===== src/rtl/vecmac_pkg.sv =====
// Shared constants and state type for the vecmac sequencer slice.
//   LANES       byte lanes per operand word
//   MUL_OUT_W   width of the multiplier lane-sum output
//   MUL_LAT_DEF default multiplier latency in cycles
package vecmac_pkg;

    localparam int LANES       = 4;
    localparam int MUL_OUT_W   = 18;
    localparam int MUL_LAT_DEF = 5;

    typedef enum logic [1:0] {
        IDLE  = 2'd0,
        ISSUE = 2'd1,
        DRAIN = 2'd2,
        DONE  = 2'd3
    } state_e;

endpackage


===== src/rtl/vecmac_acc.sv =====
// Dot-product accumulator with clear, add and optional saturation.
// Optional feature macro: VECMAC_SEQ_SAT_EN
//   defined   : acc saturates at all-ones, ovf_o is sticky until clr_i
//   undefined : acc wraps modulo 2^ACC_W, ovf_o is constant 0
// Ports:
//   clk    in   clock
//   rst    in   synchronous active-high reset
//   clr_i  in   clear acc and ovf (command accept)
//   add_i  in   add din_i into acc
//   din_i  in   unsigned addend, IN_W bits, zero-extended
//   acc_o  out  accumulator value
//   ovf_o  out  sticky overflow flag
module vecmac_acc #(
    parameter int ACC_W = 32,
    parameter int IN_W  = 18
) (
    input  logic             clk,
    input  logic             rst,
    input  logic             clr_i,
    input  logic             add_i,
    input  logic [IN_W-1:0]  din_i,
    output logic [ACC_W-1:0] acc_o,
    output logic             ovf_o
);

    logic [ACC_W-1:0] acc_q, acc_d;
    logic             ovf_q, ovf_d;

`ifdef VECMAC_SEQ_SAT_EN
    logic [ACC_W:0] sum;

    always_comb begin
        sum   = {1'b0, acc_q} + (ACC_W+1)'(din_i);
        acc_d = acc_q;
        ovf_d = ovf_q;
        if (clr_i) begin
            acc_d = '0;
            ovf_d = 1'b0;
        end else if (add_i) begin
            // Carry out of the top bit means the true sum no longer fits.
            if (sum[ACC_W]) begin
                acc_d = '1;
                ovf_d = 1'b1;
            end else begin
                acc_d = sum[ACC_W-1:0];
            end
        end
    end
`else
    always_comb begin
        acc_d = acc_q;
        ovf_d = 1'b0;
        if (clr_i) begin
            acc_d = '0;
        end else if (add_i) begin
            acc_d = acc_q + ACC_W'(din_i);
        end
    end
`endif

    always_ff @(posedge clk) begin
        if (rst) begin
            acc_q <= '0;
            ovf_q <= 1'b0;
        end else begin
            acc_q <= acc_d;
            ovf_q <= ovf_d;
        end
    end

    assign acc_o = acc_q;
    assign ovf_o = ovf_q;

endmodule


===== src/rtl/vecmac_seq.sv =====
// Sequencer feeding the 4-lane int8 multiply/add-tree unit: accepts a
// command of N operand words, issues them to the multiplier through a
// register stage, accumulates the returned lane sums and presents one
// dot-product result per command.
// Optional feature macro: VECMAC_SEQ_SAT_EN (saturating acc + res_ovf,
// handled entirely inside vecmac_acc).
// Ports:
//   clk, rst                  clock, synchronous active-high reset
//   cmd_valid/ready/len       command handshake, len = word count N
//   s_valid/ready/a/b         operand word stream (4 x uint8 per word)
//   mul_in_valid/a/b          registered issue to the multiplier
//   mul_out_valid/sum         multiplier return (no stall)
//   res_valid/ready/sum/ovf   result handshake
//
// state | meaning
// IDLE  | waiting for a command, cmd_ready high
// ISSUE | accepting operand words and issuing them
// DRAIN | all words issued, collecting remaining returns
// DONE  | result presented until res_ready
module vecmac_seq
    import vecmac_pkg::*;
#(
    parameter int LEN_W   = 16,
    parameter int ACC_W   = 32,
    parameter int MUL_LAT = MUL_LAT_DEF
) (
    input  logic                 clk,
    input  logic                 rst,
    input  logic                 cmd_valid,
    output logic                 cmd_ready,
    input  logic [LEN_W-1:0]     cmd_len,
    input  logic                 s_valid,
    output logic                 s_ready,
    input  logic [31:0]          s_a,
    input  logic [31:0]          s_b,
    output logic                 mul_in_valid,
    output logic [31:0]          mul_in_a,
    output logic [31:0]          mul_in_b,
    input  logic                 mul_out_valid,
    input  logic [MUL_OUT_W-1:0] mul_out_sum,
    output logic                 res_valid,
    input  logic                 res_ready,
    output logic [ACC_W-1:0]     res_sum,
    output logic                 res_ovf
);

    state_e           state_q, state_d;
    logic [LEN_W-1:0] len_q, len_d;
    logic [LEN_W-1:0] issue_cnt_q, issue_cnt_d;
    logic [LEN_W-1:0] ret_cnt_q, ret_cnt_d;
    logic [LEN_W-1:0] issue_inc, ret_inc;
    logic             mul_in_valid_q;
    logic [31:0]      mul_in_a_q, mul_in_b_q;
    logic             cmd_hs, beat, ret, acc_ovf;

    assign cmd_ready = (state_q == IDLE);
    assign s_ready   = (state_q == ISSUE);
    assign res_valid = (state_q == DONE);

    assign cmd_hs = cmd_valid & cmd_ready;
    assign beat   = s_valid & s_ready;
    // Returns outside ISSUE/DRAIN belong to no live command.
    assign ret    = mul_out_valid & ((state_q == ISSUE) | (state_q == DRAIN));

    assign issue_inc = issue_cnt_q + LEN_W'(1);
    assign ret_inc   = ret_cnt_q + LEN_W'(ret);

    always_comb begin
        state_d     = state_q;
        len_d       = len_q;
        issue_cnt_d = issue_cnt_q;
        ret_cnt_d   = ret_inc;
        case (state_q)
            IDLE: begin
                if (cmd_hs) begin
                    len_d       = cmd_len;
                    issue_cnt_d = '0;
                    ret_cnt_d   = '0;
                    state_d     = (cmd_len == '0) ? DONE : ISSUE;
                end
            end
            ISSUE: begin
                if (beat) begin
                    issue_cnt_d = issue_inc;
                    if (issue_inc == len_q) state_d = DRAIN;
                end
            end
            DRAIN: begin
                // Look at the post-increment count so DONE lands right
                // after the edge that absorbs the last return.
                if (ret_inc == len_q) state_d = DONE;
            end
            DONE: begin
                if (res_ready) state_d = IDLE;
            end
            default: state_d = IDLE;
        endcase
    end

    always_ff @(posedge clk) begin
        if (rst) begin
            state_q        <= IDLE;
            len_q          <= '0;
            issue_cnt_q    <= '0;
            ret_cnt_q      <= '0;
            mul_in_valid_q <= 1'b0;
            mul_in_a_q     <= '0;
            mul_in_b_q     <= '0;
        end else begin
            state_q        <= state_d;
            len_q          <= len_d;
            issue_cnt_q    <= issue_cnt_d;
            ret_cnt_q      <= ret_cnt_d;
            mul_in_valid_q <= beat;
            if (beat) begin
                mul_in_a_q <= s_a;
                mul_in_b_q <= s_b;
            end
        end
    end

    assign mul_in_valid = mul_in_valid_q;
    assign mul_in_a     = mul_in_a_q;
    assign mul_in_b     = mul_in_b_q;

    vecmac_acc #(
        .ACC_W (ACC_W),
        .IN_W  (MUL_OUT_W)
    ) u_acc (
        .clk   (clk),
        .rst   (rst),
        .clr_i (cmd_hs),
        .add_i (ret),
        .din_i (mul_out_sum),
        .acc_o (res_sum),
        .ovf_o (acc_ovf)
    );

    assign res_ovf = res_valid & acc_ovf;

    // The multiplier cannot stall, so issued-but-unreturned words are
    // bounded by its pipeline depth plus the issue register.
    in_flight_bound: assert property (@(posedge clk) disable iff (rst)
        (issue_cnt_q - ret_cnt_q) <= LEN_W'(MUL_LAT + 1));

endmodule

===== config.mk =====
export PLATFORM = sky130hd
export DESIGN_NAME = vecmac_seq
export DESIGN_NICKNAME = d
export VERILOG_FILES = /design/src/rtl/vecmac_pkg.sv /design/src/rtl/vecmac_acc.sv /design/src/rtl/vecmac_seq.sv
export SDC_FILE = /design/constraint.sdc
export NUM_CORES = 1
export LEC_CHECK = 0
export BUFFER_PORTS_ARGS = -buffer_cell sky130_fd_sc_hd__buf_2
export CAP_MARGIN = 40
export CORE_MARGIN = 3
export CORE_UTILIZATION = 57
export DETAILED_ROUTE_END_ITERATION = 6
export PLACE_DENSITY_LB_ADDON = 0.3
export SYNTH_ARGS = -nofsm -noshare
export SYNTH_HDL_FRONTEND = slang
export SYNTH_HIERARCHICAL = 1
export SYNTH_SLANG_ARGS = --single-unit

===== constraint.sdc =====
create_clock -name clk -period 5.3 [get_ports clk]
set_input_delay 0.53 -clock clk [delete_from_list [all_inputs] [get_ports clk]]
set_output_delay 0.53 -clock clk [all_outputs]
set_load 0.05 [all_outputs]

==> implementation parameters, run 1 <==
Parameter                              Value

Outcome
  Status    complete, no violations

Logic synthesis
  Share of the synthesized area in the top cell type    0.386
  Number of storage elements in the synthesis netlist    around 150
  Number of different library cells in the post-synthesis netlist    78
  Cell count after synthesis    roughly 950
  Synth async-reset ratio    0
  Commonest register cell after synthesis    sky130_fd_sc_hd__dfxtp_1
  Avg Inst Size Synth    8.02 um2
  Post-synthesis net count    between 1,000 and 1,500
  Sequential fraction of the synthesis area    0.386
  Post-Synthesis Cell Area    roughly 7600 um2
  Post-synth top area cell    sky130_fd_sc_hd__dfxtp_1
  Warnings from Yosys    6
  Largest cells by area after synthesis    sky130_fd_sc_hd__dfxtp_1 39%, sky130_fd_sc_hd__nand2_1 10%, sky130_fd_sc_hd__a21oi_1 8.1%, sky130_fd_sc_hd__xnor2_1 4.9%, sky130_fd_sc_hd__ha_1 4.1%
  Number of flops mapped to enable cells by yosys    0

Clock network
  Quantity of hold-fixing buffers added after cts    0
  Clock latency on the worst-skew pair    approximately 430 ps
  Number of buffers inserted during clock tree synthesis    17
  Gates resized, CTS repair    0
  Number of sinks handled by clock tree synthesis    ~150
  Clock transition at path regs    about 60 ps
  Post-CTS Setup Repair Bufs    0
  Clock Path Buffers    2
  Buffer type at the clock tree root    sky130_fd_sc_hd__clkbuf_16
  TritonCTS clock tree    built
  Number of H-tree levels    4

Place
  PortBufs    approximately 200
  Cell area after placement    approximately 8600 um2
  Routability cong.    around 0.96
  HPWL after DPL    14,900 um

Floorplanning
  Die Y    between 100 and 150 um
  Die area    ~15,000 um2
  Boundary Pins    a little over 200
  Initial cell density of the core    0.595
  Row count    just over 40
  CORE AREA    12,800 um2
  Horiz. Die Dim    about 120 um

Drt
  Metal3 WL    around 1700 um
  Final routed wire length divided by cell count    between 15 and 20 um
  Number of antenna-violating nets in the routed design    0
  Max layer used    met5
  Number of detailed-route iterations in the first pass    5
  Vias per cell    roughly 5.7
  Total via count after detailed routing    approximately 7,400
  Total detailed-routing wirelength    about 21,000 um
  Length of routed wiring on met1    approximately 8600 um
  DRC Markers    0
  Number of DRC violations after detailed-routing iteration 0    551
  Met2 wire len    9890 um

GRT
  Largest net degree at the start of global routing    a little under 80
  Wire length of the first global-routing pass    33,600 um
  Vias in the first global route    6,987
  GRT overflow    0
  Number of antenna violations at the first check in global routing    2
  Total track usage    0.283

Finish
  Multi-input gate area in the final layout    4340 um2
  Share of cells above drive strength 1    0.238
  Sequential Area    2940 um2
  Area delta synth->final    21.3%
  Fraction of the core area covered by cells at the end of the flow    0.721
  FILL cells    about 1,100
  Number of nets at the end of the flow    approximately 1,300
  Summed area of non-filler cells in the final layout    9250 um2

Timing
  Post-route fraction of the period consumed by the critical path    0.697
  Setup repair after global routing missed its margin    false
  Hold slack final    between 300 and 400 ps
  Final critical delay including setup and external delays    approximately 3700 ps
  Clock skew after layout    12.5 ps
  Pins over their slew limit    0
  Fmax    roughly 270 MHz
  Count of endpoints failing hold in the final timing report    0
  Worst Tran Pin Value    752 ps
  Max-Slew Margin vs Limit    0.498
  Aggregate negative setup slack    0 ps
  Final count of negative-setup-slack endpoints    0

Pwr
  Overall power of the completed layout    between 3 and 4 mW
  Power density relative to cell area    just under 400 nW/um2
  Leakage Power    3.90 nW
  Worst-case vdd ir drop    roughly 0.28 mV

Critical path
  Worst Path Arrival    4060 ps
  Startpoint-to-endpoint class of the critical path    reg -> reg
  Crit path capture type    flip-flop
  Startpoint kind of the worst setup timing path    flip-flop
  Required arrival time at the worst endpoint    ~5700 ps
  Crit-path max FO    21

Run
  Number of maximum-capacitance constraint violations    0

Min path
  Type of the worst min-delay path    in -> reg
through the flow:
step	cells	setup slack, ps
2_1_floorplan	951	2370
3_3_place_gp	1272	1780
3_5_place_dp	1274	1640
4_1_cts	1306	1610
5_1_grt	1307	1370
6_report	1307	1610
power by group:
| part | switching, mW | internal, mW |
|---|---|---|
| clock | 0.496 | 0.747 |
| combinational | 0.794 | 0.336 |
| sequential | 0.0823 | 1.21 |
metal layers:
layer	global-route usage	up-vias
met2	0.451	287
met5	0	-
met3	0.0905	52
met4	0.124	2
li1	-	3648
met1	0.352	3439
Yosys cell counts (all sizes together) (8+ instances only):
cell type / count
a211oi: 9
a21oi: 127
and3: 10
buf: 23
clkbuf: 34
dfxtp: 147
ha: 25
inv: 16
mux2i: 12
nand2: 208
nand3: 24
nand4: 22
nor2: 68
nor2b: 8
nor3: 10
nor4: 10
o21ai: 33
or3: 11
xnor2: 43
xor2: 19
cell usage in the layout (no fill, tap or decap), types with 5 or more instances in the layout:
cell | netlist | final
sky130_fd_sc_hd__a21oi_1 | 124 | 124
sky130_fd_sc_hd__ha_1 | 25 | 25
sky130_fd_sc_hd__and3_1 | 7 | 7
sky130_fd_sc_hd__o31ai_1 | 7 | 7
sky130_fd_sc_hd__nand2_1 | 208 | 207
sky130_fd_sc_hd__or4_1 | 5 | 5
sky130_fd_sc_hd__mux2i_1 | 12 | 12
sky130_fd_sc_hd__or3_1 | 11 | 11
sky130_fd_sc_hd__buf_2 | 10 | 202
sky130_fd_sc_hd__nor4_1 | 8 | 8
sky130_fd_sc_hd__nor2_1 | 68 | 68
sky130_fd_sc_hd__a21o_1 | 5 | 5
sky130_fd_sc_hd__inv_1 | 16 | 16
sky130_fd_sc_hd__a211oi_1 | 7 | 7
sky130_fd_sc_hd__nand4_1 | 20 | 20
sky130_fd_sc_hd__buf_4 | 3 | 5
sky130_fd_sc_hd__o21ai_0 | 27 | 27
sky130_fd_sc_hd__nor2b_1 | 8 | 8
sky130_fd_sc_hd__xnor2_1 | 43 | 43
sky130_fd_sc_hd__clkbuf_16 | 0 | 17
sky130_fd_sc_hd__dfxtp_1 | 147 | 147
sky130_fd_sc_hd__xor2_1 | 19 | 19
sky130_fd_sc_hd__nand3_1 | 22 | 22
sky130_fd_sc_hd__xnor3_1 | 5 | 5
sky130_fd_sc_hd__a31oi_1 | 6 | 6
sky130_fd_sc_hd__nor3_1 | 10 | 10
registers in the layout (all words and copies together), names as in the netlist:
signal        cells
len_q            16
mul_in_valid      1
mul_in_b         32
ret_cnt_q        16
mul_in_a         32
issue_cnt_q      16
u_acc/acc_o      32
state_q           2
critical path, stage by stage (launching register included):
cell	delay, ps
sky130_fd_sc_hd__dfxtp_1	390
sky130_fd_sc_hd__inv_1	80
sky130_fd_sc_hd__ha_1	300
sky130_fd_sc_hd__and2_1	120
sky130_fd_sc_hd__buf_4	280
sky130_fd_sc_hd__ha_1	280
sky130_fd_sc_hd__ha_1	280
sky130_fd_sc_hd__inv_1	90
sky130_fd_sc_hd__or3_1	370
sky130_fd_sc_hd__a2111oi_0	500
sky130_fd_sc_hd__nand4_1	160
sky130_fd_sc_hd__o41a_1	340
sky130_fd_sc_hd__a21oi_1	230
sky130_fd_sc_hd__mux2i_1	200
cell type report:
type                       count  share of cell area
inverter                      17             0.00690
clock buffer                  18              0.0464
clock inverter                14              0.0193
tap                          172              0.0233
sequential                   147               0.318
antenna                        1            0.000271
multi-input combinational    730               0.469
timing repair buffer         208               0.116
final timing paths:
path / from / endpoint / slack, ps / cells after the start
setup / recovery: state_q[0] / state_q[1] / 1610 / 13
hold / removal: s_b[21] / mul_in_b[21] / 330 / 3
setup reg to reg: state_q[0] / state_q[1] / 1610 / 13
hold reg to reg: mul_in_a[31] / mul_in_a[31] / 450 / 2
kinds of logic (layout without fill, tap and decap cells):
family,Yosys count,after routing,synth area share
AO/OA/AOI/OAI,228,228,0.184
XOR/XNOR,67,67,0.0860
adder cells (fa/ha/maj),26,26,0.0436
buffers and inverters,74,257,0.0454
flip-flops,147,147,0.386
multiplexers,12,12,0.0158
other,1,2,0.000492
AND/OR/NAND/NOR,396,396,0.239
No activity file was read; power rests on OpenSTA's default activity.
==> run 2, diff against run 1 <==
- CORE_UTILIZATION: 57 -> 48
- clock period: 5.3 -> 3.04 ns (I/O delays scaled with it)
==> run 2 against run 1 <==
Sequential power up 74%. Register-to-register slack worse by 1500 ps. Design area up 2.4%. Clock skew about the same. Largest power group unchanged.
==> implementation parameters, run 2 (synthesized netlist as in run 1, its figures left out) <==
Parameter                              Value

Outcome
  Status    complete, no violations

GRT
  Total track usage    0.234 (-0.0482)
  Vias in the first global route    6,783 (-2.9%)
  GRT overflow    0 (unchanged)
  Wire length of the first global-routing pass    33,700 um (+0.10%)
  Largest net degree at the start of global routing    76 (-2.6%)
  Number of antenna violations at the first check in global routing    1 (-1)

Critical path
  Termination of the worst setup path    state_q[1]
  Worst path slowest cell    sky130_fd_sc_hd__o41a_1
  Depth of the critical timing path with buffers and inverters included    13 (unchanged)
  Critical path's top delay family    compound AO/OA/AOI/OAI gates
  Crit-path cells    inv_1, ha_4, and2_4, ha_4, ha_2, buf_4, nand2_2, nor2_4, nand2_2, a2111o_1, o41a_1, a21oi_2, mux2i_1
  Launching element of the worst setup path    state_q[1]
  Startpoint of the worst register-to-register path    state_q[1]
  Worst Path Arrival    3250 ps (-810 ps)
  Depth of the worst register-to-register path    13 (unchanged)
  Startpoint-to-endpoint class of the critical path    reg -> reg
  Highest cell delay on the worst timing path    400 ps (-100 ps)
  Crit path capture type    flip-flop
  Required arrival time at the worst endpoint    3400 ps (-2270 ps)
  Reg-to-Reg End    state_q[1]
  Crit-path max FO    4 (-81%)
  Critical path buffer and inverter count    2 (-1)
  Register-to-register path setup slack    150 ps (-1460 ps)
  Startpoint kind of the worst setup timing path    flip-flop

Timing
  Aggregate negative setup slack    0 ps (unchanged)
  Setup repair after global routing missed its margin    false
  Final count of negative-setup-slack endpoints    0 (unchanged)
  Count of endpoints failing hold in the final timing report    0 (unchanged)
  Max-Slew Margin vs Limit    0.556 (+0.0582)
  Worst Tran Pin Value    650 ps (-102 ps)
  Pins over their slew limit    0 (unchanged)
  Hold slack final    93.3 ps (-234 ps)
  Post-route fraction of the period consumed by the critical path    0.951 (+0.254)
  Clock skew after layout    12.2 ps (-0.321 ps)
  Fmax    346 MHz (+28%)
  Final critical delay including setup and external delays    2890 ps (-803 ps)

Clock network
  Buffer type at the clock tree root    sky130_fd_sc_hd__clkbuf_16
  TritonCTS clock tree    built
  Clock Path Buffers    2 (unchanged)
  Number of buffers inserted during clock tree synthesis    17 (unchanged)
  Clock latency on the worst-skew pair    440 ps (about the same)
  Number of sinks handled by clock tree synthesis    147 (unchanged)
  Number of H-tree levels    4 (unchanged)
  Post-CTS Setup Repair Bufs    0 (unchanged)
  Clock transition at path regs    70 ps (about the same)

Floorplanning
  Horiz. Die Dim    132 um (+8.5%)
  Die area    17,400 um2 (+18%)
  Initial cell density of the core    0.496 (-0.0985)
  Row count    45 (+9.8%)
  Boundary Pins    205 (unchanged)
  Die Y    132 um (+8.5%)
  CORE AREA    15,400 um2 (+20%)

Place
  PortBufs    203 (unchanged)
  Routability cong.    0.885 (-7.7%)
  Cell area after placement    8810 um2 (+2.0%)
  HPWL after DPL    14,900 um (about the same)

Finish
  Commonest non-fill, non-tap cell in the layout    sky130_fd_sc_hd__nand2_1
  Summed area of non-filler cells in the final layout    9470 um2 (+2.4%)
  Antenna diode count    0 (-1)
  Area delta synth->final    24.2%
  FILL cells    1,383 (+31%)
  Share of cells above drive strength 1    0.261 (+0.0228)
  Most frequent cells in the layout    205 x sky130_fd_sc_hd__nand2_1, 202 x sky130_fd_sc_hd__buf_2, 147 x sky130_fd_sc_hd__dfxtp_1
  Fraction of the core area covered by cells at the end of the flow    0.616 (-0.105)
  Number of nets at the end of the flow    1,267 (+1.3%)

Run
  Number of maximum-capacitance constraint violations    0 (unchanged)

Drt
  Number of detailed-route iterations in the first pass    5 (unchanged)
  Number of DRC violations after detailed-routing iteration 0    584 (+6.0%)
  DRC Markers    0 (unchanged)
  Total via count after detailed routing    7,339 (-1.2%)
  Final routed wire length divided by cell count    15.3 um (-4.3%)
  Vias per cell    5.39 (-5.1%)
  Number of antenna-violating nets in the routed design    0 (unchanged)
  Total detailed-routing wirelength    20,800 um (-0.39%)

Min path
  Type of the worst min-delay path    in -> reg

Pwr
  Worst-case vdd ir drop    0.496 mV (+78%)
  Power density relative to cell area    666 nW/um2 (+68%)
  Overall power of the completed layout    6.31 mW (+72%)
  Leakage Power    4.00 nW (+2.7%)
## run 2: cell count changes in the layout (fill, tap and decap cells not counted), sizes merged
cell,change
bufinv,-3
clkinvlp,+2
inv,+5
diode,-1
clkinv,-3
clkbuf,-1
buf,+16
## run 2: worst register-to-register path: cells and delay by family (launching register included)
family,cells,cell delay (ps)
AO/OA/AOI/OAI,3,950
adder cells (fa/ha/maj),3,630
buffers and inverters,2,220
flip-flops,1,340
multiplexers,1,210
AND/OR/NAND/NOR,4,480
## run 2: through the flow
stage               setup WS [ps]  cells
floorplan                     105    951
global placement            -20.6   1328
detailed placement          -81.9   1329
CTS                          16.0   1361
global route                 11.1   1361
finish                        150   1361
## run 2: timing repair
item | CTS | global route
hold buffers | 0 | 0
endpoints found under the setup margin | 2 | 2
gates resized for setup | 6 | 13
pin swaps | 0 | 2
## run 2: final cells by class
class	instances	area [um2]	share of cell area
multi-input combinational	730	4440	0.469
sequential	147	2940	0.311
timing repair buffer	224	1200	0.126
clock buffer	17	425	0.0449
tap	211	264	0.0279
clock inverter	15	140	0.0148
inverter	17	63.8	0.00674
## run 2: routing by layer
metal | global-route usage | part of all wire
met4 | 0.0945 | 0.027
met3 | 0.0802 | 0.076
met5 | 0 | 0.00034
met2 | 0.379 | 0.47
met1 | 0.288 | 0.42
## run 2: where the power goes
| part | internal, mW | switching [mW] | total, mW |
|---|---|---|---|
| combinational | 0.639 | 1.40 | 2.04 |
| clock | 1.08 | 0.942 | 2.02 |
| sequential | 2.11 | 0.137 | 2.24 |
| total | 3.83 | 2.48 | 6.31 |
## run 2: worst min path at each step
stage,startpoint,endpoint,slack [ps],cells after the start
CTS,s_a[3],mul_in_a[3],80,3
global route,s_a[3],mul_in_a[3],80,3
global placement,mul_in_b[22],mul_in_b[22],440,2
detailed placement,mul_in_a[3],mul_in_a[3],440,2
finish,s_a[6],mul_in_a[6],90,3
floorplan,cmd_len[7],len_q[7],440,2
==> run 3, diff against run 2 <==
- ABC_CLOCK_PERIOD_IN_PS: not set -> 2980
- CORE_UTILIZATION: 48 -> 53
- clock period: 3.04 -> 2.98 ns (I/O delays scaled with it)
==> run 3 against run 2 <==
Non-clock buffer count rose by 5. Core utilization rose by 6.3 points. Combinational power is 3% higher. Global-route usage grew 2.2 points. Worst setup slack worse by 98 ps. Final cell count is 1.9% lower. Total power rose by 3.7%. Clock skew down 3.5 ps. Sequential share of layout area shrank 0.080 points. Clock power rose by 6%.
==> implementation parameters, run 3 (synthesized netlist as in run 1, its figures left out) <==
Parameter                              Value

Timing
  Clock skew after layout    8.71 ps (-3.50 ps)
  Final count of negative-setup-slack endpoints    0 (unchanged)
  Worst Tran Pin Value    716 ps (+66.7 ps)
  Max-Slew Margin vs Limit    0.522 (-0.0333)
  Post-route fraction of the period consumed by the critical path    0.983 (+0.0319)
  Hold slack final    99.8 ps (+6.48 ps)
  Aggregate negative setup slack    0 ps (unchanged)
  Count of endpoints failing hold in the final timing report    0 (unchanged)
  Final critical delay including setup and external delays    2930 ps (+37.9 ps)
  Pins over their slew limit    0 (unchanged)
  Fmax    342 MHz (-1.3%)

Drt
  Met2 wire len    9970 um (+1.1%)
  Number of DRC violations after detailed-routing iteration 0    612 (+4.8%)
  Metal3 WL    1680 um (+5.7%)
  Number of detailed-route iterations in the first pass    5 (unchanged)
  DRC Markers    0 (unchanged)
  Final routed wire length divided by cell count    15.7 um (+2.8%)
  Total via count after detailed routing    7,375 (+0.49%)
  Number of antenna-violating nets in the routed design    0 (unchanged)
  Max layer used    met5
  Total detailed-routing wirelength    21,000 um (+0.79%)
  Vias per cell    5.52 (+2.4%)
  Length of routed wiring on met1    8820 um (+0.17%)

GRT
  Wire length of the first global-routing pass    33,700 um (+0.20%)
  Number of antenna violations at the first check in global routing    1 (unchanged)
  Vias in the first global route    6,958 (+2.6%)
  GRT overflow    0 (unchanged)
  Largest net degree at the start of global routing    69 (-9.2%)
  Total track usage    0.257 (+0.0224)

Finish
  Summed area of non-filler cells in the final layout    9510 um2 (+0.34%)
  Antenna diode count    0 (unchanged)
  Commonest non-fill, non-tap cell in the layout    sky130_fd_sc_hd__nand2_1
  Number of nets at the end of the flow    1,272 (+0.39%)
  Area delta synth->final    24.6%
  Sequential Area    2950 um2 (about the same)
  Most frequent cells in the layout    206 x sky130_fd_sc_hd__nand2_1, 202 x sky130_fd_sc_hd__buf_2, 145 x sky130_fd_sc_hd__dfxtp_1
  Share of cells above drive strength 1    0.265 (+0.00407)
  Number of cells in the finished layout apart from fillers    1,335 (-1.9%)
  FILL cells    1,185 (-14%)
  Multi-input gate area in the final layout    4470 um2 (+0.62%)

Clock network
  Number of H-tree levels    4 (unchanged)
  Buffer type at the clock tree root    sky130_fd_sc_hd__clkbuf_16
  Clock latency on the worst-skew pair    430 ps (about the same)
  Number of buffers inserted during clock tree synthesis    17 (unchanged)
  TritonCTS clock tree    built
  Clock Path Buffers    2 (unchanged)
  Clock transition at path regs    70 ps (about the same)
  Number of sinks handled by clock tree synthesis    147 (unchanged)

Critical path
  Startpoint kind of the worst setup timing path    flip-flop
  Crit-path cells    inv_1, ha_1, and2_4, ha_4, ha_4, inv_1, buf_4, o21ai_0, a2111oi_4, nand4_1, o41a_1, a21oi_2, mux2i_1
  Crit path capture type    flip-flop
  Worst path slowest cell    sky130_fd_sc_hd__o41a_1
  Worst Path Arrival    3270 ps (+20 ps)
  Startpoint-to-endpoint class of the critical path    reg -> reg
  Critical path's top delay family    compound AO/OA/AOI/OAI gates
  Crit-path max FO    4 (unchanged)
  Critical path buffer and inverter count    3 (+1)
  Required arrival time at the worst endpoint    3330 ps (-70 ps)
  Highest cell delay on the worst timing path    430 ps (+30 ps)

Outcome
  Status    complete, no violations

Floorplanning
  Die area    15,900 um2 (-9.0%)
  Die Y    126 um (-4.6%)
  CORE AREA    14,000 um2 (-9.0%)
  Initial cell density of the core    0.545 (+0.0490)
  Row count    43 (-4.4%)
  Boundary Pins    205 (unchanged)
  Horiz. Die Dim    126 um (-4.6%)

Pwr
  Power density relative to cell area    688 nW/um2 (+3.3%)
  Leakage Power    4.06 nW (+1.4%)
  Worst-case vdd ir drop    0.532 mV (+7.2%)
  Overall power of the completed layout    6.54 mW (+3.7%)

Run
  Number of maximum-capacitance constraint violations    0 (unchanged)

Place
  Number of placed instances with taps included    1,303 (-2.0%)
  HPWL after DPL    14,900 um (-0.28%)
  Routability cong.    0.903 (+2.0%)
  Cell area after placement    8790 um2 (-0.24%)
  PortBufs    203 (unchanged)

Min path
  Type of the worst min-delay path    in -> reg
## run 3: cell types whose count changed in the layout (fill, tap and decap cells not counted), sizes merged
cell	before	now
clkinvlp	4	1
inv	25	26
bufinv	0	1
clkbuf	17	18
buf	224	229
## run 3: final timing paths
kind / startpoint / endpoint / slack, ps / depth (start not counted)
setup / recovery: state_q[0] / state_q[1] / 50 / 13
hold / removal: s_b[13] / mul_in_b[13] / 100 / 3
setup reg to reg: state_q[0] / state_q[1] / 50 / 13
hold reg to reg: mul_in_b[26] / mul_in_b[26] / 450 / 2
## run 3: layout make-up
cell class / count / area share
Timing Repair Buffer: 229 / 0.128
Clock inverter: 14 / 0.0158
Inverter: 17 / 0.00671
Sequential cell: 147 / 0.310
Clock buffer: 18 / 0.0462
Tap cell: 180 / 0.0237
Multi-Input combinational cell: 730 / 0.470
## run 3: metal layers
layer  GRT usage  vias to the layer above
met5           0                        -
met3      0.0831                       42
li1            -                     3679
met4       0.105                        2
met2       0.414                      249
met1       0.318                     3403
## run 3: repair_timing
item | 4_1_cts | 5_1_grt
buffers inserted | 0 | 0
gates resized for setup | 5 | 19
endpoints found under the hold margin | 0 | 0
pin swaps | 0 | 9
setup endpoints to repair | 2 | 2
hold buffers | 0 | 0
## run 3: report_power, final
| group | internal, mW | switching, mW | leakage, nW |
|---|---|---|---|
| clock | 1.21 | 0.937 | 0.289 |
| sequential | 2.15 | 0.139 | 1.19 |
| combinational | 0.658 | 1.45 | 2.58 |
| total | 4.02 | 2.52 | 4.06 |
## run 3: through the flow
stage	utilization	setup WS [ps]
2_1_floorplan	-	45.2
3_3_place_gp	0.628	-21.1
3_5_place_dp	0.628	-91.2
4_1_cts	0.672	5.24
5_1_grt	0.680	-102
6_report	0.680	52.0
## run 3: worst min-delay path: stages
cell and delay [ps]:
sky130_fd_sc_hd__buf_2 90, sky130_fd_sc_hd__nand2_1 40, sky130_fd_sc_hd__a21oi_1 50
